--- config.mk ---
export PLATFORM = sky130hd
export DESIGN_NAME = serial_subtractor
export DESIGN_NICKNAME = d
export VERILOG_FILES = /design/src/rtl/serial_subtractor_pkg.sv /design/src/rtl/serial_subtractor_full_subtractor.sv /design/src/rtl/serial_subtractor.sv
export SDC_FILE = /design/constraint.sdc
export NUM_CORES = 1
export LEC_CHECK = 0
export BUFFER_PORTS_ARGS = -buffer_cell sky130_fd_sc_hd__buf_2
export CORE_MARGIN = 3
export CORE_UTILIZATION = 47
export CTS_CLUSTER_DIAMETER = 100
export DETAILED_ROUTE_END_ITERATION = 7
export PLACE_DENSITY = 0.69
export SLEW_MARGIN = 0
export SYNTH_ARGS = -nofsm -noshare
export SYNTH_HDL_FRONTEND = slang
export SYNTH_SLANG_ARGS = --single-unit
--- constraint.sdc ---
create_clock -name clk -period 3.9 [get_ports clk]
set_input_delay 0.585 -clock clk [delete_from_list [all_inputs] [get_ports clk]]
set_output_delay 0.585 -clock clk [all_outputs]
set_load 0.01 [all_outputs]
--- src/rtl/serial_subtractor_pkg.sv ---
// -----------------------------------------------------------------------------
// serial_subtractor_pkg
// Purpose : shared constants for the bit-serial subtractor slice.
//           - FSM state encoding (2 bits; the unused code 3 behaves as IDLE)
//           - default operand width
// Ports   : none (package)
// -----------------------------------------------------------------------------
package serial_subtractor_pkg;

   typedef enum logic [1:0] {
      ST_IDLE  = 2'd0,
      ST_SHIFT = 2'd1,
      ST_DONE  = 2'd2
   } state_e;

   localparam int DEFAULT_WIDTH = 8;

endpackage

--- src/rtl/serial_subtractor_full_subtractor.sv ---
// -----------------------------------------------------------------------------
// full_subtractor
// Purpose : single-bit subtract cell, computes a - b - bin.
// Ports   : a    in  minuend bit
//           b    in  subtrahend bit
//           bin  in  borrow in
//           diff out difference bit
//           bout out borrow out
// -----------------------------------------------------------------------------
module full_subtractor (
   input  logic a,
   input  logic b,
   input  logic bin,
   output logic diff,
   output logic bout
);

   assign diff = a ^ b ^ bin;
   // Borrow when b exceeds a, or when they are equal and a borrow comes in.
   assign bout = (~a & b) | (~(a ^ b) & bin);

endmodule

--- src/rtl/serial_subtractor.sv ---
// -----------------------------------------------------------------------------
// serial_subtractor
// Purpose : bit-serial unsigned subtractor, LSB first, one bit per clock.
//           Operands are captured on an accepted start; the difference and
//           final borrow are registered and flagged by a one-cycle done pulse.
// Ports   : clk   in  rising-edge clock
//           rst   in  synchronous active-high reset
//           start in  request, sampled only while idle
//           a     in  WIDTH minuend
//           b     in  WIDTH subtrahend
//           busy  out high while shifting and during the done cycle
//           done  out one-cycle result-valid pulse
//           diff  out WIDTH (a - b) mod 2^WIDTH
//           bout  out final borrow, 1 iff a < b
// -----------------------------------------------------------------------------
module serial_subtractor
   import serial_subtractor_pkg::*;
#(
   parameter int WIDTH = DEFAULT_WIDTH
) (
   input  logic             clk,
   input  logic             rst,
   input  logic             start,
   input  logic [WIDTH-1:0] a,
   input  logic [WIDTH-1:0] b,
   output logic             busy,
   output logic             done,
   output logic [WIDTH-1:0] diff,
   output logic             bout
);

   localparam int CNT_W = (WIDTH > 1) ? $clog2(WIDTH) : 1;
   localparam logic [CNT_W-1:0] LAST_BIT = CNT_W'(WIDTH - 1);

   state_e           r_state;
   logic [WIDTH-1:0] r_areg;
   logic [WIDTH-1:0] r_breg;
   logic [WIDTH-1:0] r_res;
   logic             r_borrow;
   logic [CNT_W-1:0] r_cnt;

   logic             w_d;
   logic             w_bo;
   logic [WIDTH-1:0] w_res_next;

   full_subtractor u_cell (
      .a    (r_areg[0]),
      .b    (r_breg[0]),
      .bin  (r_borrow),
      .diff (w_d),
      .bout (w_bo)
   );

   // New difference bit enters at the MSB so that after WIDTH shifts the
   // first (LSB) result bit has arrived at bit 0.
   assign w_res_next = {w_d, r_res[WIDTH-1:1]};

   always_ff @(posedge clk) begin
      if (rst) begin
         r_state  <= ST_IDLE;
         r_areg   <= '0;
         r_breg   <= '0;
         r_res    <= '0;
         r_borrow <= 1'b0;
         r_cnt    <= '0;
         busy     <= 1'b0;
         done     <= 1'b0;
         diff     <= '0;
         bout     <= 1'b0;
      end else begin
         case (r_state)
            ST_SHIFT: begin
               r_areg   <= r_areg >> 1;
               r_breg   <= r_breg >> 1;
               r_res    <= w_res_next;
               r_borrow <= w_bo;
               r_cnt    <= r_cnt + CNT_W'(1);
               if (r_cnt == LAST_BIT) begin
                  diff    <= w_res_next;
                  bout    <= w_bo;
                  done    <= 1'b1;
                  r_state <= ST_DONE;
               end
            end
            ST_DONE: begin
               busy    <= 1'b0;
               done    <= 1'b0;
               r_state <= ST_IDLE;
            end
            default: begin
               // IDLE, and the unused encoding which behaves identically.
               busy <= 1'b0;
               done <= 1'b0;
               if (start) begin
                  r_areg   <= a;
                  r_breg   <= b;
                  r_res    <= '0;
                  r_borrow <= 1'b0;
                  r_cnt    <= '0;
                  busy     <= 1'b1;
                  r_state  <= ST_SHIFT;
               end else begin
                  r_state  <= ST_IDLE;
               end
            end
         endcase
      end
   end

endmodule
==> results.yml, run 1 <==
sta:
  max_slew.worst_pin.slew_ns: 0.686
  rsz0062_at_grt: "false"
  min_period_over_period_pct: 51.6
  fin_crit_ns: 2.01
  finClkSkew_ns: 0.0146
  hold_viol: 0
  fin_hold_ws_ns: 0.459
  slew_headroom_pct: 54.3
  tns_ns: 0
  setup_violations: 0
  drv_slew: 0
  fmax_ghz: 0.497
layout:
  register_area_um2: 801
  n_antenna_cell: 0
  multi_input_area_um2: 771
  drive_above_1_share_pct: 26.3
  areaGrowthSynthToFinish_pct: 12.5
  fin_nets: 217
  fillers: 317
synth:
  ys_warn_count: 0
  syn_area_mm2: 0.00166
  synth-seq-area-share_pct: 48.3
  syn_inst: 166
  netlist_top_cells_count: "dfxtp_1 (40), nor2_1 (23), nand2_1 (19), mux2i_1 (14), a21oi_1 (13)"
  yosysUniqueCellTypes: 26
  postSynth.asyncResetShare_pct: 0
  yosysMostFrequentCell: "dfxtp_1"
  syn_nets: 190
  synth_ff_type: "dfxtp_1"
  synth_top_area_share_pct: 48.3
  synth_edf_count: 0
  synth.area.top_cells: "dfxtp_1 (48%), mux2i_1 (8.5%), a211oi_2 (7.5%)"
  synth_area_leader_cell: "dfxtp_1"
  syn_area_per_cell_um2: 9.99
  synth-seq-cells: 40
floorplan:
  start_util_pct: 51.8
  fp.dieW_um: 65.4
  dieArea_mm2: 0.00428
  io_pins: 30
  rows: 20
  die_h_um: 65.4
  core_area_mm2: 0.00320
setup_path:
  end_kind: "flop"
  crit_family: "compound AO/OA/AOI/OAI gates"
  cp_slowest_cell: "o21ba_2"
  cp.buffers_inverters: 2
  critical_path_class: "reg -> reg"
  r2r_cells: 6
  slowest_delay_ns: 0.65
  cp_cell_sequence: "inv_1 > ha_1 > buf_4 > o21ba_2 > nor2_4 > a22o_1"
  reg2reg_to: "r_res[7]"
  rrSetupSlack_ns: 1.89
  crit_fanout: 29
  r2r_start: "r_state[1]"
  crit_path_start_kind: "flop"
  critPathArrivalTime_ns: 2.28
  critPathRequiredTime_ns: 4.17
grt:
  grt-ovfl-total: 0
  grt_pass1_vias: 1199
  grt_usage_pct: 15.8
  grt_max_degree: 31
  antenna_found_initial: 0
  grt_pass1_wl_mm: 5.22
cts:
  clk_pin_slew_ns: 0.12
  cts-root-buf: "clkbuf_4"
  clk_latency_ns: 0.36
  post_cts_buffers: 0
  holdBufCountCts: 0
  cts_sinks: 40
  cts_resized: 0
  numCtsBuffers: 5
  h-tree-depth: 2
  clk_path_buf_depth: 2
  tritoncts: "done"
worst_hold_path:
  holdPathEnd: "diff[7]"
  min_path_type: "reg -> reg"
  min_from: "diff[7]"
  hold_depth: 2
routing:
  dr.pass1.iters: 4
  route.detailed.drc: 0
  drtIter0Drc: 48
  routed_via_density: 5.21
  antenna_left: 0
  wl_mm: 3.04
  post_drt_wl_per_cell_um: 12.8
  num_vias: 1239
power_and_ir_drop:
  p_leak_nw: 0.739
  vdd_drop_max_v: 0.000248
  power_density_mw_per_mm2: 402
place:
  place_congestion: 0.723
  dpl.hpwl_mm: 2.12
  portBuffers: 29
status:
  status: "complete, no violations"
job:
  cap_violations: 0
-- cells in the final DEF (no fill, tap or decap), types with 2 or more instances in the layout --
master,n
dfxtp_1,40
buf_2,29
nor2_1,23
nand2_1,19
mux2i_1,14
a21oi_1,13
a211oi_2,10
a22o_1,9
a211oi_1,5
clkbuf_4,5
inv_1,4
ha_1,4
or3_1,2
a32oi_1,2
clkinvlp_4,2
-- tightest hold or removal path, cell delays in order (launching register included) --
cell and delay, ns:
dfxtp_1 0.32, nand2_1 0.05, a21oi_1 0.05
-- metal layers --
metal  up-vias  track usage [%]  routed length, um
li1        639                -                  -
met1       572             19.8               1500
met2        20             24.4               1350
met3         8             4.62                116
met4         0             8.55                 70
met5         -                0                  0
-- through the flow --
step	cell area (um2)	worst slack, ns	power, W	std cells	util [%]
floorplan	1660	2.48	0.000513	166	-
global placement	1800	1.98	0.000527	230	56.1
detailed placement	1800	1.89	0.000532	230	56.1
CTS	1860	1.87	0.000758	238	58.2
global route	1860	1.76	0.000785	238	58.2
finish	1860	1.89	0.000749	238	58.2
-- where the power goes --
group          internal, W  total [W]  switching [W]
combinational    0.0000372  0.0000856      0.0000484
sequential        0.000426   0.000436     0.00000962
clock            0.0000875   0.000227       0.000140
-- state kept, by name (all words and copies together), names as in the netlist, 2 cells and up --
| register | count |
|---|---|
| diff | 8 |
| r_areg | 8 |
| r_breg | 8 |
| r_res | 7 |
| r_cnt | 3 |
| r_state | 2 |
-- worst max-delay path by stage --
stage               startpoint  endpoint  slack (ns)  cells after the start
floorplan           r_state[0]  r_res[7]        2.48                      7
global placement    r_state[1]  r_res[3]        1.98                      6
detailed placement  r_state[1]  r_res[4]        1.89                      6
CTS                 r_state[1]  r_cnt[1]        1.87                      6
global route        r_state[1]  r_cnt[2]        1.76                      6
finish              r_state[1]  r_res[7]        1.89                      6
-- cell families (layout without fill, tap and decap cells) --
kind of cell | after synthesis | count (layout) | synth area share, %
AO/OA/AOI/OAI | 43 | 43 | 21.4
adder cells (fa/ha/maj) | 5 | 5 | 4.23
AND/OR/NAND/NOR | 49 | 49 | 12.5
flip-flops | 40 | 40 | 48.3
buffers and inverters | 15 | 43 | 5.21
multiplexers | 14 | 14 | 8.45
-- area by class of cell --
cell class | count | share of cell area [%]
flip-flops and latches | 40 | 43.0
multi-input cells | 111 | 41.3
well taps | 44 | 2.95
inverters | 5 | 1.01
clock inverters | 2 | 0.805
clock buffers | 6 | 2.75
repair buffers | 30 | 8.19
(Power assumes the default switching activity.)
==> run 2: changes to the inputs <==
clock period = 2.1 ns   (was 3.9 ns; I/O delays follow)
==> run 2 against run 1 <==
Effect of this change: sequential power rose by 86%; combinational power rose by 90%; via count rose by 3.1%; clock power rose by 120%; critical path type unchanged; largest power group unchanged; sequential cell count did not move; worst hold slack got worse by 0.17 ns; highest routed layer unchanged; critical endpoint is now r_res[5]; register-to-register slack got worse by 1.5 ns; sequential share of layout area fell by 0.82 points; final cell count rose by 1.3%; critical path depth did not move.
==> results.yml, run 2 (same netlist as run 1, synthesis figures left out) <==
status:
  status: "complete, no violations"
layout:
  final_cell_mix: "dfxtp_1 (40), buf_2 (29), nor2_1 (23)"
  drive_above_1_share_pct: 27.4
  fin_nets: 220
  n_antenna_cell: 0
  fillers: 306
  final_common_cell: "dfxtp_1"
  areaGrowthSynthToFinish_pct: 14.6
  reg.largest.list: "diff: 8 flops, r_areg: 8 flops, r_breg: 8 flops"
  stdcell_count: 241
cts:
  tritoncts: "done"
  numCtsBuffers: 5
  clk_latency_ns: 0.35
  h-tree-depth: 2
  clk_path_buf_depth: 2
  cts_sinks: 40
  holdBufCountCts: 0
  clk_pin_slew_ns: 0.13
  cts_resized: 0
  post_cts_buffers: 0
  cts-root-buf: "clkbuf_4"
place:
  portBuffers: 29
  dpl.hpwl_mm: 2.20
  place_congestion: 0.717
  dp.cells: 233
power_and_ir_drop:
  p_leak_nw: 0.764
  vdd_drop_max_v: 0.000484
  power_density_mw_per_mm2: 778
sta:
  drv_slew: 0
  fmax_ghz: 0.600
  slew_headroom_pct: 62.2
  finClkSkew_ns: 0.0123
  min_period_over_period_pct: 79.3
  rsz0062_at_grt: "false"
  setup_violations: 0
  tns_ns: 0
  max_slew.worst_pin.slew_ns: 0.565
  hold_viol: 0
  fin_crit_ns: 1.67
setup_path:
  cp_slowest_cell: "dfxtp_1"
  cp_cell_sequence: "inv_1 > ha_1 > o21ba_2 > buf_4 > nor2_4 > a22o_1"
  critPathArrivalTime_ns: 1.91
  crit_path_start_kind: "flop"
  slowest_delay_ns: 0.36
  critical_path_class: "reg -> reg"
  crit_fanout: 17
  critPathRequiredTime_ns: 2.34
  end_kind: "flop"
grt:
  antenna_found_initial: 0
  grt-ovfl-total: 0
  grt_usage_pct: 16.0
  grt_pass1_vias: 1217
  grt_pass1_wl_mm: 5.36
  grt_max_degree: 19
worst_hold_path:
  min_path_type: "in -> reg"
routing:
  num_vias: 1278
  antenna_left: 0
  wl_mm: 3.03
  route.detailed.drc: 0
  post_drt_wl_per_cell_um: 12.6
  drtIter0Drc: 52
  dr.pass1.iters: 4
  routed_via_density: 5.30
floorplan:
  fp.dieW_um: 65.4
  rows: 20
  core_area_mm2: 0.00320
  dieArea_mm2: 0.00428
  die_h_um: 65.4
  start_util_pct: 51.8
  io_pins: 30
job:
  cap_violations: 0
==> run 2: final timing paths <==
check,start,endpoint,slack [ns],depth (start not counted)
setup / recovery,r_state[0],r_res[5],0.43,6
hold / removal,a[7],r_areg[7],0.29,3
setup reg to reg,r_state[0],r_res[5],0.43,6
hold reg to reg,diff[1],diff[1],0.46,2
==> run 2: area by class of cell <==
type                            instances  area [um2]  share of cell area [%]
Sequential cell                        40         801                    42.1
Multi-Input combinational cell        111         771                    40.6
Timing Repair Buffer                   33         175                    9.22
Tap cell                               44        55.1                    2.90
Clock inverter                          3        42.5                    2.24
Clock buffer                            5        37.5                    1.97
Inverter                                5        18.8                   0.987
==> run 2: power breakdown <==
| part | internal (W) | leakage [nW] | switching [W] |
|---|---|---|---|
| Sequential | 0.000792 | 0.327 | 0.0000190 |
| Clock | 0.000248 | 0.0412 | 0.000256 |
| Combinational | 0.0000737 | 0.396 | 0.0000896 |
| Total | 0.00111 | 0.764 | 0.000364 |
==> run 2: worst max-delay path, delay by kind of cell, from the launching register on <==
| family | cells | cell delay, ns |
|---|---|---|
| adders and majority gates | 1 | 0.30 |
| AOI/OAI and AO/OA | 2 | 0.52 |
| buffers and inverters | 2 | 0.29 |
| and+or+nand+nor | 1 | 0.09 |
| DFF | 1 | 0.36 |
==> run 2: metrics by stage <==
step	power [W]	util [%]	hold WS [ns]	setup slack, ns	area (um2)
finish	0.00148	59.3	0.292	0.435	1900
global route	0.00154	59.3	0.298	0.336	1900
CTS	0.00149	59.3	0.271	0.429	1900
detailed placement	0.000992	56.8	0.448	0.466	1820
global placement	0.000985	56.8	0.439	0.538	1820
floorplan	0.000952	-	0.426	0.676	1660
==> run 2: layer usage <==
metal | part of all wire (%) | wire [um] | up-vias | track usage (%)
met2 | 48 | 1450 | 26 | 26.8
li1 | - | - | 642 | -
met4 | 1.5 | 46 | 0 | 6.99
met5 | 0 | 0 | - | 0
met1 | 45 | 1380 | 605 | 19.1
met3 | 5.3 | 162 | 5 | 4.62
